### config.mk
export PLATFORM = sky130hd
export DESIGN_NAME = score_ram
export DESIGN_NICKNAME = d
export VERILOG_FILES = /design/src/rtl/score_pkg.sv /design/src/rtl/score_ram_clear_seq.sv /design/src/rtl/score_ram.sv
export SDC_FILE = /design/constraint.sdc
export NUM_CORES = 1
export LEC_CHECK = 0
export CAP_MARGIN = 10
export CORE_UTILIZATION = 51
export DETAILED_ROUTE_END_ITERATION = 16
export GPL_ROUTABILITY_DRIVEN = 0
export PLACE_DENSITY = 0.81
export SYNTH_ARGS = -nofsm -noshare
export SYNTH_HDL_FRONTEND = slang
export SYNTH_HIERARCHICAL = 1
export SYNTH_SLANG_ARGS = --single-unit
### constraint.sdc
create_clock -name clk -period 1.95 [get_ports clk]
set_input_delay 0.4875 -clock clk [delete_from_list [all_inputs] [get_ports clk]]
set_output_delay 0.4875 -clock clk [all_outputs]
set_load 0.01 [all_outputs]
### src/rtl/score_pkg.sv
// score_pkg: shared constants and FSM state type for the score RAM and its controller.
// Latency: n/a (declarations only).
// Backpressure: n/a.
package score_pkg;

  localparam int WIDTH         = 8;
  localparam int DEPTH         = 8;
  localparam int HI_ADDR       = 6;
  localparam int USER_ADDR_MAX = 5;
  localparam int ADDR_W        = 3;

  typedef enum logic {
    SWEEP = 1'b0,
    IDLE  = 1'b1
  } state_t;

endpackage

### src/rtl/score_ram_clear_seq.sv
// score_ram_clear_seq: sweep FSM that zeroes every entry after reset or on clear_req.
// Latency: sweep lasts exactly DEPTH cycles; busy is registered.
// Backpressure: none; clear_req is ignored while a sweep is running.
module score_ram_clear_seq
  import score_pkg::*;
(
  input  logic              clk,
  input  logic              rst,
  input  logic              clear_req,
  output logic              busy,
  output logic              clr_stb,
  output logic [ADDR_W-1:0] clr_addr
);

  state_t            state;
  logic [ADDR_W-1:0] clr_ptr;

  // Sweep FSM: walk clr_ptr over all entries, then idle until the next clear request.
  always_ff @(posedge clk or posedge rst) begin
    if (rst) begin
      state   <= SWEEP;
      clr_ptr <= '0;
      busy    <= 1'b1;
    end else begin
      case (state)
        SWEEP: begin
          // Pointer wraps naturally to 0 after the last entry.
          clr_ptr <= clr_ptr + 1'b1;
          if (clr_ptr == ADDR_W'(DEPTH - 1)) begin
            state <= IDLE;
            busy  <= 1'b0;
          end
        end
        IDLE: begin
          if (clear_req) begin
            state <= SWEEP;
            busy  <= 1'b1;
          end
        end
        default: begin
          state   <= SWEEP;
          clr_ptr <= '0;
          busy    <= 1'b1;
        end
      endcase
    end
  end

  assign clr_stb  = (state == SWEEP);
  assign clr_addr = clr_ptr;

endmodule

### src/rtl/score_ram.sv
// score_ram: 8x8 score store with registered port A (read/write) and port B (display read).
// Latency: 1 cycle on both read ports; optional SCORE_RAM_BYPASS_EN gives port A write-through.
// Backpressure: none; writes during a clear sweep are dropped and reads return 0.
module score_ram #(
  parameter int DEPTH   = score_pkg::DEPTH,
  parameter int WIDTH   = score_pkg::WIDTH,
  parameter int HI_ADDR = score_pkg::HI_ADDR
) (
  input  logic                        clk,
  input  logic                        rst,
  input  logic                        clear_req,
  input  logic                        write_enable,
  input  logic [score_pkg::ADDR_W-1:0] address_set,
  input  logic [WIDTH-1:0]            data_in,
  output logic [WIDTH-1:0]            score_check,
  input  logic [score_pkg::ADDR_W-1:0] disp_addr,
  output logic [WIDTH-1:0]            disp_data,
  output logic                        busy,
  output logic [WIDTH-1:0]            max_seen
);
  import score_pkg::*;

  logic [WIDTH-1:0]  mem [DEPTH];
  logic              clr_stb;
  logic [ADDR_W-1:0] clr_addr;
  logic              wr_en;
  logic              user_slot;

  score_ram_clear_seq u_clear_seq (
    .clk       (clk),
    .rst       (rst),
    .clear_req (clear_req),
    .busy      (busy),
    .clr_stb   (clr_stb),
    .clr_addr  (clr_addr)
  );

  // Writes are only honoured outside a sweep; the high-score slot and above never feed max_seen.
  assign wr_en     = write_enable && !clr_stb;
  assign user_slot = (address_set <= ADDR_W'(USER_ADDR_MAX)) &&
                     (address_set != ADDR_W'(HI_ADDR));

  // Storage array: sweep zeroes one entry per cycle, otherwise port A writes.
  always_ff @(posedge clk) begin
    if (clr_stb) begin
      mem[clr_addr] <= '0;
    end else if (wr_en) begin
      mem[address_set] <= data_in;
    end
  end

  // Registered read ports; both return 0 while the sweep owns the array.
  always_ff @(posedge clk or posedge rst) begin
    if (rst) begin
      score_check <= '0;
      disp_data   <= '0;
    end else if (clr_stb) begin
      score_check <= '0;
      disp_data   <= '0;
    end else begin
`ifdef SCORE_RAM_BYPASS_EN
      score_check <= write_enable ? data_in : mem[address_set];
`else
      score_check <= mem[address_set];
`endif
      disp_data <= mem[disp_addr];
    end
  end

  // Running maximum of user-slot writes, cleared on the first cycle of every sweep.
  always_ff @(posedge clk or posedge rst) begin
    if (rst) begin
      max_seen <= '0;
    end else if (clr_stb && clr_addr == '0) begin
      max_seen <= '0;
    end else if (wr_en && user_slot && data_in > max_seen) begin
      max_seen <= data_in;
    end
  end

endmodule

* Yosys cells after proc, flatten, opt, wreduce, memory -nomap -nowiden
Memory sizes are Yosys's and may differ from the RTL's.
Index checks and enable logic that the tools add are counted.
** Storage, ports and cells
- Register bits :: 29
- Bits in latches :: 0
- RAM bits :: 64
- ROM bits :: 0
- Input port bits :: 18
- Output and inout bits :: 25
- Word-level logic and storage cells :: 41
- Memories kept :: 1
** Memories
- mem :: words 8, width 8, rd ports 2, clocked after Yosys merged registers in 0, write ports 1, line score_ram.sv:23 : logic [WIDTH-1:0] mem [DEPTH];
** Cells by class
- Add/sub/neg operators :: 1
- Multipliers :: 0
- Div/mod/pow operators :: 0
- $lt $le $gt $ge :: 2
- Equal/unequal tests :: 4
- Shifts and indexed selects :: 0
- Muxes and demuxes :: 17
- Bitwise gates (word level) :: 1
- Reduce and logical (&&, ||, !) cells :: 9
** Operators by type and width (count)
- 8-bit two-way mux :: 5
- 1-bit two-way mux :: 9
- 8-bit greater-than comparator :: 1
- 8-bit OR reduction :: 1
- 1-bit logical AND :: 5
- 1-bit one-hot mux with 2 select lines :: 2
- 3-bit by 1-bit adder with 3-bit output, second input constant :: 1
- 3-bit equality test, second input constant :: 1
- 3-bit <= comparator, second input constant :: 1
- 3-bit logical NOT :: 1
- 3-bit two-way mux :: 1
- 3-bit inequality test, second input constant :: 1
- 2-bit by 1-bit inequality test with 1-bit output, second input constant :: 1
- 2-bit inequality test, second input constant :: 1
- 2-bit AND reduction :: 1
- 2-bit nonzero test :: 1
- 1-bit inverter :: 1

* Longest topological paths before layout
- Depth after elaboration :: 6
- Mapped depth :: 8
- Mapped depth without buffers :: 7

* Hierarchy
The synthesis kept the hierarchy.
** Modules (own cells, without submodules)
- score_ram :: times used 1, cells each 255, area each 4155.2 um2, seq. area each 2522.4 um2
- score_ram_clear_seq :: times used 1, cells each 18, area each 231.5 um2, seq. area each 126.4 um2

* Least setup slack after synthesis
Ideal clock, no wire load.
- Path kind :: in2reg
- From :: input port address_set[0] (netlist name)
- To :: memory mem[0][0], enable pin
- Library setup time :: 0.370 ns
- Arrival time :: 1.519 ns
- Required time :: 1.580 ns
- Slack :: 0.061 ns
- Cell stages on the path :: 5
- Path buffers :: 2
- Path through :: buf_6 -> buf_6 -> nor4b_1 -> a21oi_1 -> nor2_1
** Between the ends
- Word-level cells in the longest chain between the ends :: 1
** Ends and longest elaborated chain
- from (decl) :: line score_ram.sv:13 : input logic [score_pkg::ADDR_W-1:0] address_set,
- 3-bit two-way mux (no source line)
- to (decl) :: line score_ram.sv:23
No other way between the ends.

* Worst setup path in the final report
- From :: register max_seen[3]
- To :: register max_seen[5]
** Between the ends
- Word-level cells in the longest chain between the ends :: 3
** Ends and longest elaborated chain
- from (decl) :: line score_ram.sv:19 : output logic [WIDTH-1:0] max_seen
- from (signal assigned) :: line score_ram.sv:77 : max_seen <= data_in;
- 8-bit greater-than comparator :: line score_ram.sv:76 : end else if (wr_en && user_slot && data_in > max_seen) begin
- 1-bit logical AND :: line score_ram.sv:76
- 2-bit nonzero test (no source line)
No other way between the ends.
A chain may end at the register's enable or synchronous reset.

==> parameters.txt <==
Parameter                              Value

STA
  Final hold violation count    0
  Final count of pins violating max slew    0
  Slew headroom    75.98%
  Achievable clock frequency    519.3 MHz
  Clk_skew    8.484 ps
  Final Cycle Share    98.76%
  Tightest Pin Transition    360.4 ps
  Worst Hold Margin    367.9 ps
  Clock period minus worst slack    1926 ps
  Number of failing setup endpoints in the final timing report    0

Routing
  Routed wire length    9590 microns
  Pre-Repair DR Iteration Count    4
  Total via count after detailed routing    2722
  Number of nets still failing antenna checks after routing    0
  Average detailed-routed wire length per instance    20.67 microns
  Initial drt markers    141
  Via density per instance    5.866
  Number of DRC violations after detailed routing    0

Floorplanning
  Die Width    94.75 microns
  Ports placed on the boundary    43
  Vertical die dimension    94.75 microns
  DIE AREA    8977 sq um
  FP Rows    33
  Initial core utilization    53.12%
  Core area    8258 sq um

Critical path
  Slowest cell on the critical path    dfrtp_1
  Critical path arrival    2160 ps
  Critical-path maximum fanout    4
  Cell-by-cell trace of the critical path    inv_1 > ha_4 > nand4_1 > o211ai_1 > buf_4 > a21oi_4 > buf_4 > o21ai_4 > o31ai_4
  Peak per-stage delay on the critical path    410 ps
  Startpoint class of the critical path    flop
  Critical Path End Type    flop
  Required time reported for the critical path endpoint    2180 ps
  Crit Path Category    reg -> reg
  Top cell by count, worst path    buf_4

Power
  Leakage power of the design    2.190 nW
  Proportion of power drawn by combinational gates    37.6%
  Clock network power share    17.1%
  Sequential group share of total power    45.3%
  Sw Ratio    33.12%
  Maximum vdd drop    779.1 uV
  Net Switching    2.251 mW
  Internal power    4.546 mW
  Power per cell area    1211 nW/um^2

Clock network
  H-tree level count    3
  Cts bufs inserted    9
  Hold buffer count at CTS    0
  Clock tree from TritonCTS    built
  Insertion delay to the later sink of the worst-skew pair    350 ps
  Max clock buf depth    2
  Clock-pin slew reported for the worst setup and hold paths after clock tree synthesis    100 ps
  Num Clock Sinks    93
  Clock root cell    clkbuf_8

Layout
  Fill cell total of the finished layout    571
  Nets    382
  Area Growth Syn to Fin    27.95%
  Utilization of the core after routing    67.97%
  Share of final-layout standard cells stronger than drive strength 1    33.98%
  Count of antenna diodes in the layout    0

Yosys
  Post-synthesis cell type count    37
  Post-synthesis sequential element count    93
  Synth warn    6
  Leading cell types by total area after synthesis    edfxtp_1 (44%), mux4_2 (16%), dfrtp_1 (16%)
  Number of instances in the synthesized netlist    273
  Synthesized area divided by synthesized cell count    16.07 sq um
  Post-Synthesis Net Count    301
  Post-synthesis instance area    4387 sq um
  Area fraction of the dominant cell type after synthesis    43.81%
  Cell accounting for the most synthesized area    edfxtp_1
  Sequential element share of the synthesized area    60.38%

Worst hold path
  Type of the most critical hold path    in -> async

Placed design
  Detailed-placement wirelength estimate    6184 microns
  Port Buf Inserts    42

GRT
  First-pass GRT wire length    14090 microns
  Number of global-route vias before repair    2774
  Aggregate global routing overflow    0
  Antenna violations before repair    0
  Total global-route track usage    22.17%
  Maximum number of pins on one net before global-route repair    25

Run
  Count of maximum capacitance violations    0

Outcome
  Result of the run    completed
==> path summary, 6_finish.rpt <==
check	startpoint	endpoint	slack (ps)	cells after the start
max	max_seen[3]$_DFFE_PP0P_	max_seen[5]$_DFFE_PP0P_	20	9
max reg2reg	max_seen[3]$_DFFE_PP0P_	max_seen[5]$_DFFE_PP0P_	20	9
min	rst	u_clear_seq/state$_DFF_PP0_	370	2
max in group asynchronous	rst	max_seen[7]$_DFFE_PP0P_	1160	3
min reg2reg	u_clear_seq/busy$_DFFE_PP1P_	u_clear_seq/busy$_DFFE_PP1P_	490	2
min in group clk	u_clear_seq/busy$_DFFE_PP1P_	u_clear_seq/busy$_DFFE_PP1P_	490	2
==> Yosys cell counts <==
cell	n
o21ai_1	3
a41oi_1	1
mux2_2	2
nor4bb_1	1
nor2b_4	1
dfrtp_1	28
nand4_1	1
a211oi_4	1
clkbuf_2	1
buf_2	4
nor3b_1	1
dfstp_2	1
mux2_4	2
buf_6	7
clkbuf_1	3
mux4_2	32
and2_1	8
nor2b_1	2
nor3_1	1
nand3_2	1
o21ai_0	6
o31ai_1	7
a21oi_1	4
nor4b_1	1
a21o_1	1
edfxtp_1	64
mux2i_1	19
buf_1	1
ha_1	10
nand4_2	1
xnor2_1	1
o211ai_1	2
inv_1	13
a31oi_1	2
a21oi_2	1
nor2_1	27
nand2_1	12
==> timing repair <==
action | CTS | global route
buffers inserted | 0 | 7
gates cloned | 0 | 2
pin swaps | 1 | 9
endpoints found under the setup margin | 5 | 11
resized for setup | 2 | 36
==> worst max-delay path: cells and delay by family, from the launching register on <==
kind | cells | cell delay (ps)
buffers and inverters | 3 | 460
flip-flops | 1 | 410
AO/OA/AOI/OAI | 4 | 520
AND/OR/NAND/NOR | 1 | 130
adder cells (fa/ha/maj) | 1 | 280
==> power by group through the flow <==
stage	registers [mW]	logic, mW	clock network [mW]
4_1_cts	3.07	2.29	1.17
3_5_place_dp	3.11	2.27	0
2_1_floorplan	3.12	1.26	0
6_report	3.08	2.56	1.16
3_3_place_gp	3.06	2.18	0
5_1_grt	3.14	2.75	1.25
==> layout by cell type (no fill, tap or decap), types with 4 or more instances in the layout <==
cell type,instances
clkdlybuf4s50_1,34
dfrtp_1,28
o31ai_2,5
buf_4,36
clkbuf_8,9
buf_12,5
nand2_1,12
ha_4,7
nor2_1,26
and2_1,8
mux2i_1,19
dlymetal6s2s_1,8
edfxtp_1,64
o21ai_2,5
a21oi_1,4
mux4_2,32
inv_1,13
==> cell families after synthesis <==
logic type | share of synthesized area (%)
muxes | 21.96
xor gates and xnor gates | 0.1997
AOI/OAI and AO/OA | 4.335
buffers and inverters | 3.822
DFF | 60.38
adders and majority gates | 2.852
and+or+nand+nor | 6.446
==> state kept, by name (all words and copies together), names as in the netlist <==
register	cells
mem	64
u_clear_seq/state	1
score_check	8
max_seen	8
disp_data	8
u_clear_seq/busy	1
u_clear_seq/clr_addr	3
==> routing by layer <==
layer,wire (microns),global-route usage (%),part of all wire [%]
met5,0,0,0
met4,192,10.48,2.0
met3,666,3.301,6.9
met2,5223,39.63,54
met1,3507,26.20,37
==> per-stage QoR <==
step | TNS [ps] | std cells | power (mW) | cell area [sq um] | worst slack, ps
after global placement | -17190 | 440 | 5.240 | 5152 | -346.1
final | 0 | 464 | 6.797 | 5613 | 24.25
after global routing | -76.08 | 464 | 7.147 | 5613 | -63.11
after detailed placement | -20000 | 440 | 5.375 | 5152 | -471.2
after floorplan | 0 | 273 | 4.378 | 4387 | 60.52
after CTS | 0 | 456 | 6.530 | 5336 | 16.32
==> area by class of cell <==
class                      count  area [sq um]  share of cell area (%)
multi-input combinational    152          1760                   31.36
tap                          105         131.4                   2.341
sequential                    93          2649                   47.19
timing repair buffer          85         847.1                   15.09
clock inverter                 6         48.80                  0.8694
clock buffer                  10         127.6                   2.274
inverter                      13         48.80                  0.8694
(Power assumes the default switching activity.)
